==> src/rtl/uart_bus_arbiter.sv <==
// Two-master round-robin arbiter and single-burst sequencer for the shared system bus port.
// Master 0 is the UART bus bridge and master 1 the accelerator DMA.
module uart_bus_arbiter #(
    parameter int ADDR_W  = 28,
    parameter int TIMEOUT = 255
) (
    input  logic                clk,
    input  logic                rst_n,

    input  logic [1:0]          m_req_valid,
    input  logic [1:0]          m_req_write,
    input  logic [2*ADDR_W-1:0] m_req_addr,
    input  logic [7:0]          m_req_len,
    input  logic [7:0]          m_req_id,
    output logic [1:0]          m_req_ready,
    input  logic [63:0]         m_wdata,
    output logic [1:0]          m_wready,
    output logic [1:0]          m_rvalid,
    output logic [31:0]         m_rdata,
    output logic                m_rlast,

    output logic                bus_awvalid,
    output logic [ADDR_W-1:0]   bus_awaddr,
    output logic [3:0]          bus_awlen,
    output logic [3:0]          bus_awuserid,
    output logic                bus_awuserap,
    input  logic                bus_awready,

    output logic                bus_arvalid,
    output logic [ADDR_W-1:0]   bus_araddr,
    output logic [3:0]          bus_arlen,
    output logic [3:0]          bus_aruserid,
    output logic                bus_aruserap,
    input  logic                bus_arready,

    output logic [31:0]         bus_wdata,
    output logic [3:0]          bus_wstrb,
    input  logic                bus_wready,
    input  logic                bus_wlast,

    input  logic                bus_rvalid,
    input  logic                bus_rlast,
    input  logic [3:0]          bus_rid,
    input  logic [31:0]         bus_rdata,

    output logic                err_timeout,
    output logic                err_master
);

    localparam int WD_W = $clog2(TIMEOUT + 1);

    localparam logic [1:0] IDLE = 2'd0;
    localparam logic [1:0] ADDR = 2'd1;
    localparam logic [1:0] DATA = 2'd2;

    logic [1:0]        state;
    logic              owner;
    logic              lastOwner;
    logic              capWrite;
    logic [ADDR_W-1:0] capAddr;
    logic [3:0]        capLen;
    logic [3:0]        capId;
    logic [WD_W-1:0]   watchdog;

    logic              anyReq;
    logic              grantSel;
    logic              selWrite;
    logic [ADDR_W-1:0] selAddr;
    logic [3:0]        selLen;
    logic [3:0]        selId;
    logic              inAddr;
    logic              inData;
    logic              busy;
    logic              addrHandshake;
    logic              writeBeat;
    logic              writeDone;
    logic              readBeat;
    logic              readDone;
    logic [WD_W-1:0]   wdNext;
    logic              timeoutHit;
    logic [1:0]        ownerMask;

    // A tie goes to the master that did not own the bus last; a lone requester always wins.
    assign anyReq   = |m_req_valid;
    assign grantSel = (&m_req_valid) ? ~lastOwner : m_req_valid[1];

    assign selWrite = grantSel ? m_req_write[1]              : m_req_write[0];
    assign selAddr  = grantSel ? m_req_addr[2*ADDR_W-1:ADDR_W] : m_req_addr[ADDR_W-1:0];
    assign selLen   = grantSel ? m_req_len[7:4]              : m_req_len[3:0];
    assign selId    = grantSel ? m_req_id[7:4]               : m_req_id[3:0];

    assign inAddr    = (state == ADDR);
    assign inData    = (state == DATA);
    assign busy      = inAddr || inData;
    assign ownerMask = owner ? 2'b10 : 2'b01;

    assign addrHandshake = inAddr && (capWrite ? bus_awready : bus_arready);
    assign writeBeat     = inData && capWrite && bus_wready;
    assign writeDone     = writeBeat && bus_wlast;
    assign readBeat      = inData && !capWrite && bus_rvalid && (bus_rid == capId);
    assign readDone      = readBeat && bus_rlast;

    // The watchdog fires on the edge at which the grant has held the bus for TIMEOUT cycles.
    assign wdNext     = watchdog + WD_W'(1);
    assign timeoutHit = busy && (wdNext == WD_W'(TIMEOUT));

    assign bus_awvalid  = inAddr && capWrite;
    assign bus_awaddr   = capAddr;
    assign bus_awlen    = capLen;
    assign bus_awuserid = capId;
    assign bus_awuserap = bus_awvalid;

    assign bus_arvalid  = inAddr && !capWrite;
    assign bus_araddr   = capAddr;
    assign bus_arlen    = capLen;
    assign bus_aruserid = capId;
    assign bus_aruserap = bus_arvalid;

    // Write beats pass straight through from the owner; the non-owner never sees wready.
    assign bus_wdata = (inData && capWrite) ? (owner ? m_wdata[63:32] : m_wdata[31:0]) : 32'h0;
    assign bus_wstrb = (inData && capWrite) ? 4'hf : 4'h0;
    assign m_wready  = writeBeat ? ownerMask : 2'b00;

    always_ff @(posedge clk or negedge rst_n) begin
        if (!rst_n) begin
            state <= IDLE;
        end else begin
            case (state)
                IDLE:    if (anyReq) state <= ADDR;
                ADDR: begin
                    if (timeoutHit)         state <= IDLE;
                    else if (addrHandshake) state <= DATA;
                end
                DATA: begin
                    if (timeoutHit || writeDone || readDone) state <= IDLE;
                end
                default: state <= IDLE;
            endcase
        end
    end

    // Command capture happens only at grant, so a requester dropping early still gets issued.
    always_ff @(posedge clk or negedge rst_n) begin
        if (!rst_n) begin
            owner    <= 1'b0;
            capWrite <= 1'b0;
            capAddr  <= '0;
            capLen   <= 4'h0;
            capId    <= 4'h0;
        end else if (state == IDLE && anyReq) begin
            owner    <= grantSel;
            capWrite <= selWrite;
            capAddr  <= selAddr;
            capLen   <= selLen;
            capId    <= selId;
        end
    end

    always_ff @(posedge clk or negedge rst_n) begin
        if (!rst_n) begin
            watchdog <= '0;
        end else if (state == IDLE) begin
            watchdog <= '0;
        end else begin
            watchdog <= wdNext;
        end
    end

    always_ff @(posedge clk or negedge rst_n) begin
        if (!rst_n) begin
            lastOwner <= 1'b1;
        end else if (timeoutHit || writeDone || readDone) begin
            lastOwner <= owner;
        end
    end

    // The watchdog outranks a handshake landing on the same edge, so no ready pulse then.
    always_ff @(posedge clk or negedge rst_n) begin
        if (!rst_n) begin
            m_req_ready <= 2'b00;
        end else if (addrHandshake && !timeoutHit) begin
            m_req_ready <= ownerMask;
        end else begin
            m_req_ready <= 2'b00;
        end
    end

    always_ff @(posedge clk or negedge rst_n) begin
        if (!rst_n) begin
            m_rvalid <= 2'b00;
            m_rlast  <= 1'b0;
            m_rdata  <= 32'h0;
        end else if (readBeat && !timeoutHit) begin
            m_rvalid <= ownerMask;
            m_rlast  <= bus_rlast;
            m_rdata  <= bus_rdata;
        end else begin
            m_rvalid <= 2'b00;
            m_rlast  <= 1'b0;
        end
    end

    always_ff @(posedge clk or negedge rst_n) begin
        if (!rst_n) begin
            err_timeout <= 1'b0;
            err_master  <= 1'b0;
        end else if (timeoutHit) begin
            err_timeout <= 1'b1;
            err_master  <= owner;
        end else begin
            err_timeout <= 1'b0;
        end
    end

endmodule

==> config.mk <==
export PLATFORM = sky130hd
export DESIGN_NAME = uart_bus_arbiter
export DESIGN_NICKNAME = d
export VERILOG_FILES = /design/src/rtl/uart_bus_arbiter.sv
export SDC_FILE = /design/constraint.sdc
export NUM_CORES = 1
export LEC_CHECK = 0
export ABC_AREA = 1
export CAP_MARGIN = 25
export CORE_AREA = 2 2 130 132
export DETAILED_ROUTE_END_ITERATION = 10
export DIE_AREA = 0 0 132 134
export PLACE_DENSITY_LB_ADDON = 0.08
export SYNTH_ARGS = -nofsm -noshare
export SYNTH_HDL_FRONTEND = slang
export SYNTH_SLANG_ARGS = --single-unit
==> constraint.sdc <==
create_clock -name clk -period 2.2 [get_ports clk]
set_input_delay 0.22 -clock clk [delete_from_list [all_inputs] [get_ports clk]]
set_output_delay 0.22 -clock clk [all_outputs]
set_load 0.02 [all_outputs]
# == Word level (Yosys, flattened, before mapping) ==
# Cells that the tools add are included.
# op_classes
n_addsub,1
n_eq_ne,7
mux,21
n_bitwise,1
n_reduce_logical,23
# op_table
op,n
32-bit 2-to-1 mux,2
28-bit 2-to-1 mux,1
2-bit 2-to-1 mux,8
1-bit logical AND,14
4-bit 2-to-1 mux,3
8-bit by 1-bit adder with 8-bit output (second input constant),1
8-bit equality test (second input constant),1
8-bit 2-to-1 mux,1
2-bit one-hot mux with 3 select lines,1
1-bit 2-to-1 mux,5
4-bit equality test,1
1-bit logical OR,3
3-bit by 1-bit != test with 1-bit output (second input constant),1
3-bit AND reduction,1
2-bit by 1-bit equality test with 1-bit output (second input constant),1
2-bit equality test (second input constant),1
1-bit zero test,2
2-bit zero test,1
2-bit by 1-bit != test with 1-bit output (second input constant),1
2-bit != test (second input constant),1
2-bit AND reduction,1
2-bit OR reduction,1
1-bit inverter,1
# word_totals
reg_bits,88
in_bits,184
out_inout_bits,153

# == Longest topological paths before layout ==
# Gate-level depths: netlist of run 1.
# logic_depth
word_depth,8
mapped_depth,14
mapped_depth_nobuf,13

# == Worst setup path before layout of run 1 ==
# Ideal clock, no wire load.
# synth_timing
path_kind,register -> register
startpoint,register watchdog[0]
endpoint,register m_rdata[0]
t_arrival_ns,1.600
path_slack_ns,0.483
stages_incl_launch_ff,14
path_buffers,2
synth_period_minus_slack_ns,1.717
cell_sequence,dfrtp_1 ha_1 nand2_1 inv_2 nand2_1 nand2_1 nor2_1 nand2_1 nor2_2 nand2_2 buf_6 buf_8 nand3_1 nand2_1
# synth_via
elab_chain_cells,5
# synth_rtl
element,line_no,text
"start, declared",63,logic [WD_W-1:0] watchdog;
"start signal, assigned",165,watchdog <= wdNext;
8-bit by 1-bit adder with 8-bit output,104,assign wdNext = watchdog + WD_W'(1);
8-bit equality test,105,assign timeoutHit = busy && (wdNext == WD_W'(TIMEOUT));
1-bit logical AND,105,
1-bit zero test,193,end else if (readBeat && !timeoutHit) begin
1-bit logical AND,193,
"end signal, assigned",196,m_rdata <= bus_rdata;
"end, declared",19,"output logic [31:0] m_rdata,"
# No other way between the ends.
# A chain may end at the register's enable or synchronous reset.

# == Worst setup path in the final report of run 1 ==
# layout_timing
startpoint,register state[0]
endpoint,output port bus_wdata[24]
# layout_via
elab_chain_cells,3
# layout_rtl
element,line_no,text
"start, declared",56,logic [1:0] state;
"start signal, assigned",126,state <= IDLE;
"start signal, assigned",129,IDLE: if (anyReq) state <= ADDR;
"start signal, assigned",131,if (timeoutHit) state <= IDLE;
2-bit equality test,93,assign inData = (state == DATA);
1-bit logical AND,120,assign bus_wdata = (inData && capWrite) ? (owner ? m_wdata[63:32] : m_wdata[31:0]) : 32'h0;
32-bit 2-to-1 mux,120,
"end, declared",36,"output logic [31:0] bus_wdata,"
# No other way between the ends.

==> impl_metrics.tcl, run 1 <==
set metrics [dict create \
    crit_start "state[0]" \
    end_kind "output port" \
    grt_pass1_vias 5133 \
    die_area_um2 17690 \
    cts_tree "done" \
    core_um2 16290 \
    min_period_over_period 0.9449 \
    nNetsFinal 1115 \
    yosys.area.top_type_share 0.4547 \
    totalPowerFinal_mw 9.886 \
    ys_ff_latch 88 \
    multi_input_area_um2 1969 \
    drt_iter0_drc 259 \
    die_y_um 134 \
    slowest_stage "dfrtp_1" \
    seqCellArea_um2 2203 \
    overflow 0 \
    whs_ns 0.3759 \
    antenna_found_initial 1 \
    crit_chain "inv_1, ha_1, nand2_1, buf_4, a21oi_1, dlygate4sd2_1" \
    portBuffers 336 \
    cp_data_arrival_time_ns 1.86 \
    critPathKind "flip-flop to output port" \
    fillers 1569 \
    vdd_drop_max_mv 0.7429 \
    cp-start-kind "flip-flop" \
    finalSetupViolCount 0 \
    cpPeakStageDelay_ns 0.41 \
    max_freq_mhz 481.1 \
    reg2reg_slack_ns 0.25 \
    clock-sinks 88 \
    syn_inst 640 \
    worstPathMaxFanout 32 \
    slew_viol_final 0 \
    wirelength_mm 18.86 \
    die_width_um 132 \
    syn_nets 829 \
    rows 47 \
    vias 5346 \
    power_frac_clock 0.153 \
    fin_crit_ns 2.079 \
    pwr_density_cell_nw_per_um2 1181 \
    drc 0 \
    p_comb_frac 0.561 \
    grt_max_degree 54 \
    avgSynthCellArea_um2 7.482 \
    maxCapViolations 0 \
    outcome "completed" \
    setup_slack_ns 0.1212 \
    cts-root-buf "clkbuf_16" \
    p_switching_mw 4.232 \
    leakage_nw 3.941 \
    wl_per_cell_um 16.37 \
    cell_internal_pwr_mw 5.654 \
    drtPass1Iterations 4 \
    via_per_inst 4.641 \
    path_delay_family "buffers and inverters" \
    r2r-end "state[1]" \
    p_sw_frac 0.4281 \
    r2r_cells 14 \
    yosys_warnings 0 \
    worstPathRequired_ns 1.98 \
    pwr-share-seq 0.285 \
    detail-route-antenna-nets 0 \
    relSlewSlack 0.6671 \
    ys_types 26 \
    placed_cells 1134 \
    routabilityCongestion 0.9437 \
    clk_latency_ns 0.35 \
    rsz0062_at_grt "no" \
    htreeDepth 3 \
    io_pins 337 \
    path_buf_inv 3 \
    syn_area_um2 4788 \
    r2r-start "watchdog[0]" \
    skew_ns 0.007863 \
    final_layout_size_suffix_gt1_frac 0.04834 \
    fin_tns_setup_ns 0 \
    dp_slack_ns 0.2001 \
    fin_cells 1152 \
    synthTopCellsByArea "dfrtp_1 45%, nand2_1 16%, o21ai_0 7.4%" \
    hp-class "primary input to asynchronous set/reset pin" \
    clk_pin_slew_worst_paths_ns 0.07 \
    yosys.area.top_type "dfrtp_1" \
    dp_hpwl_mm 14.50 \
    grt_pass1_wl_mm 28.51 \
    cts_buffers 9 \
    worstMarginPinSlew_ns 0.4994 \
    hold_viol_final 0 \
    cts.path.max_buffers 2 \
    grt_usage 0.2068 \
    synth_seq_area_share 0.4602 \
    initial_core_util 0.2940 \
    synthToLayoutAreaGrowth_pct 74.78 \
]
## through the flow
stage / util / instance area [um^2]
2_1_floorplan: - / 4788
3_3_place_gp: 0.4977 / 8107
3_5_place_dp: 0.4977 / 8107
4_1_cts: 0.5133 / 8361
5_1_grt: 0.5138 / 8369
6_report: 0.5138 / 8369
## power by group through the flow
stage / Sequential, mW / Combinational (mW) / Clock [mW]
finish: 2.82 / 5.55 / 1.51
global route: 2.92 / 5.96 / 1.61
CTS: 2.83 / 5.63 / 1.55
detailed placement: 2.83 / 5.66 / 0
global placement: 2.82 / 5.62 / 0
floorplan: 3.46 / 2.40 / 0
## synth_stat cells
master    number
xnor2_1        2
nand3b_1       1
inv_2          1
nor2_1        63
clkbuf_1      24
nand3_2        1
buf_2          9
clkinv_1       1
a21oi_1       34
buf_8          3
ha_1           5
nand4_1        2
dfrtp_1       87
nor2_2         2
dfstp_2        1
o21ai_1        3
inv_1         32
buf_6          1
nand3_4        1
o21ai_0       71
nand2_1      204
nand2_4        2
buf_4         41
nand2_2        2
o22ai_1        4
nand3_1       43
## routing by layer
layer  wire length, um  global-route usage  part of all wire
met1              7385              0.2345              0.39
met2              9512              0.3721              0.50
met3              1430             0.05140             0.076
met4               532             0.08514             0.028
met5                 0                   0                 0
## state kept, by name, summed over array words and instances, names as in the netlist, 2 cells and up
register / count
bus_araddr: 28
bus_arlen: 4
bus_aruserid: 4
m_rdata: 32
m_req_ready: 2
m_rvalid: 2
state: 2
watchdog: 8
## cells by family after synthesis
| family | after synthesis | share of synthesized area |
|---|---|---|
| flip-flops | 88 | 0.4602 |
| adder cells (fa/ha/maj) | 5 | 0.01307 |
| buffers and inverters | 112 | 0.1309 |
| AO/OA/AOI/OAI | 112 | 0.1181 |
| AND/OR/NAND/NOR | 321 | 0.2741 |
| XOR/XNOR | 2 | 0.003659 |
## layout by cell type (no fill, tap or decap), types with 3 or more instances in the layout
master and n:
dlymetal6s2s_1 3, nor2_1 63, a21oi_1 33, dfrtp_1 87
o21ai_0 71, o21ai_1 3, inv_6 4, inv_1 32
buf_4 13, clkbuf_16 9, o22ai_1 4, clkdlybuf4s50_1 297
ha_1 5, nand2_1 204, buf_12 4, nand3_1 43
dlygate4sd2_1 32
## worst max-delay path by stage
stage	cells past startpoint	endpoint
after CTS	6	bus_wstrb[1]
after detailed placement	6	bus_wdata[9]
after floorplan	13	m_rdata[0]
final	6	bus_wdata[24]
after global routing	6	bus_wdata[16]
after global placement	6	bus_wdata[6]
## final cells by class
type | instances | share of cell area
timing repair buffer | 353 | 0.4186
antenna | 1 | 0.0002990
inverter | 34 | 0.01525
tap | 220 | 0.03289
multi-input combinational | 440 | 0.2353
sequential | 88 | 0.2633
clock buffer | 10 | 0.02855
clock inverter | 6 | 0.005830
## timing repair
action | in CTS | in global routing
buffers inserted | 0 | 0
hold endpoints to repair | 34 | 0
hold buffers | 1 | 0
pin swaps | 0 | 0
gates resized for setup | 35 | 7
endpoints found under the setup margin | 35 | 6
Note: power is estimated with default switching activity, not from simulation.
==> run 2: changes to the inputs <==
--- a/config.mk
+++ b/config.mk
@@ -7,9 +7,9 @@
 export LEC_CHECK = 0
 export ABC_AREA = 1
 export CAP_MARGIN = 25
-export CORE_AREA = 2 2 130 132
+export CORE_MARGIN = 2
+export CORE_UTILIZATION = 30
 export DETAILED_ROUTE_END_ITERATION = 10
-export DIE_AREA = 0 0 132 134
 export PLACE_DENSITY_LB_ADDON = 0.08
 export SYNTH_ARGS = -nofsm -noshare
 export SYNTH_HDL_FRONTEND = slang
==> impl_metrics.tcl, run 2 (synthesis results as in run 1) <==
set metrics [dict create \
    outcome "completed" \
    power_frac_clock 0.154 \
    p_switching_mw 4.112 \
    die_y_um 130.3 \
    path_buf_inv 3 \
    post_cts_buffers 0 \
    cts_tree "done" \
    grt_pass1_vias 5208 \
    cell_internal_pwr_mw 5.702 \
    r2r-end "m_rdata[27]" \
    worstPathRequired_ns 1.98 \
    stdcell_area_um2 8386 \
    worstMarginPinSlew_ns 0.4064 \
    grt_usage 0.2066 \
    r2r_cells 12 \
    grt_max_degree 51 \
    portBuffers 336 \
    dp_slack_ns 0.1885 \
    via_per_inst 4.578 \
    detail-route-antenna-nets 0 \
    core_um2 15710 \
    hp-class "primary input to asynchronous set/reset pin" \
    final_cell_mix "297 x clkdlybuf4s50_1, 204 x nand2_1, 87 x dfrtp_1" \
    cts.path.max_buffers 2 \
    cp-start-kind "flip-flop" \
    die_width_um 130.3 \
    largest_reg_flops 32 \
    reg2reg_slack_ns 0.22 \
    dp_hpwl_mm 13.91 \
    fin_crit_ns 2.033 \
    routabilityCongestion 0.8298 \
    end_kind "output port" \
    rows 46 \
    max_freq_mhz 491.8 \
    cp_data_arrival_time_ns 1.81 \
    synthToLayoutAreaGrowth_pct 75.12 \
    pwr_density_cell_nw_per_um2 1170 \
    layout_commonest_cell "clkdlybuf4s50_1" \
    fin_tns_setup_ns 0 \
    grt_pass1_wl_mm 26.93 \
    clock-sinks 88 \
    hold_viol_final 0 \
    worstPathMaxFanout 32 \
    die_area_um2 16990 \
    initial_core_util 0.3047 \
    final_layout_size_suffix_gt1_frac 0.04516 \
    leakage_nw 3.950 \
    vdd_drop_max_mv 0.7022 \
    setup_slack_ns 0.1666 \
    regMostFlops "m_rdata" \
    r2r-start "watchdog[0]" \
    clk_pin_slew_worst_paths_ns 0.07 \
    slowest_stage "dfrtp_1" \
    htreeDepth 3 \
    final_core_util 0.5337 \
    pwr-share-seq 0.286 \
    io_pins 337 \
    critPathKind "flip-flop to output port" \
    crit_chain "inv_1, ha_1, nand2_1, buf_12, a21oi_1, dlygate4sd2_1" \
    clk_latency_ns 0.34 \
    drtPass1Iterations 4 \
    vias 5256 \
    dpl-instance-area_um2 8107 \
    cpPeakStageDelay_ns 0.40 \
    rsz0062_at_grt "no" \
    finalSetupViolCount 0 \
    wirelength_mm 18.25 \
    p_sw_frac 0.4190 \
    overflow 0 \
    min_period_over_period 0.9243 \
    maxCapViolations 0 \
    cts-root-buf "clkbuf_16" \
    antenna_found_initial 2 \
    nNetsFinal 1115 \
    drc 0 \
    cts_buffers 9 \
    relSlewSlack 0.7291 \
    slew_viol_final 0 \
    wl_per_cell_um 15.89 \
    drt_iter0_drc 190 \
    whs_ns 0.3214 \
    skew_ns 0.005579 \
    p_comb_frac 0.559 \
    path_delay_family "buffers and inverters" \
]
==> run 2: changes by cell type in the layout (fill, tap and decap cells not counted), moves of 2 or more <==
cell / before / now
clkinvlp_4: 0 / 2
buf_4: 13 / 11
clkdlybuf4s15_1: 2 / 0
inv_6: 4 / 0
dlygate4sd2_1: 32 / 35
==> run 2: area by class of cell <==
class | count | area (um^2)
fillers | 1485 | 7327
inverters | 34 | 127.6
repair buffers | 353 | 3521
clock inverters | 5 | 58.81
diodes | 2 | 5.005
well taps | 216 | 270.3
clock buffers | 10 | 229.0
multi-input cells | 440 | 1971
flip-flops and latches | 88 | 2203
==> run 2: metal layers <==
metal	up-vias	wire [um]	global-route usage
li1	2570	-	-
met2	229	9206	0.3739
met5	-	0	0
met3	29	1674	0.05535
met4	0	533	0.09136
met1	2428	6831	0.2273
==> run 2: power by group through the flow <==
stage / Combinational (mW) / Clock, mW / Sequential [mW]
after CTS: 5.57 / 1.55 / 2.82
after global placement: 5.56 / 0 / 2.81
final: 5.49 / 1.51 / 2.81
after floorplan: 2.40 / 0 / 3.46
after detailed placement: 5.60 / 0 / 2.82
after global routing: 5.91 / 1.63 / 2.91
==> run 2: worst max-delay path by stage <==
| stage | start | end | slack [ns] | cells past startpoint |
|---|---|---|---|---|
| after floorplan | watchdog[0] | m_rdata[0] | 0.48 | 13 |
| after global placement | state[0] | err_master | 0.23 | 11 |
| after detailed placement | state[0] | m_rdata[28] | 0.19 | 11 |
| after CTS | state[0] | bus_wstrb[0] | 0.002 | 6 |
| after global routing | watchdog[0] | err_master | 0.03 | 12 |
| final | state[0] | bus_wdata[6] | 0.17 | 6 |
==> run 2: worst reg2reg max path: stages (launching register included) <==
cell,delay (ns)
dfrtp_1,0.41
ha_1,0.24
nand2_1,0.12
inv_2,0.06
nand2_1,0.08
nand2_1,0.07
nor2_1,0.12
nand2_1,0.07
nor2_2,0.09
nand2_2,0.18
buf_6,0.27
nand3_1,0.10
nand2_1,0.06
==> run 2: metrics by stage <==
step / std cells / total power [mW]
6_report: 1148 / 9.814
5_1_grt: 1148 / 10.45
4_1_cts: 1146 / 9.940
3_5_place_dp: 1130 / 8.419
3_3_place_gp: 1130 / 8.370
2_1_floorplan: 640 / 5.860
==> run 2: repair_timing <==
item / 4_1_cts / 5_1_grt
gates resized for setup: 35 / 5
hold buffers: 1 / 0
setup endpoints to repair: 35 / 22
endpoints found under the hold margin: 21 / 0
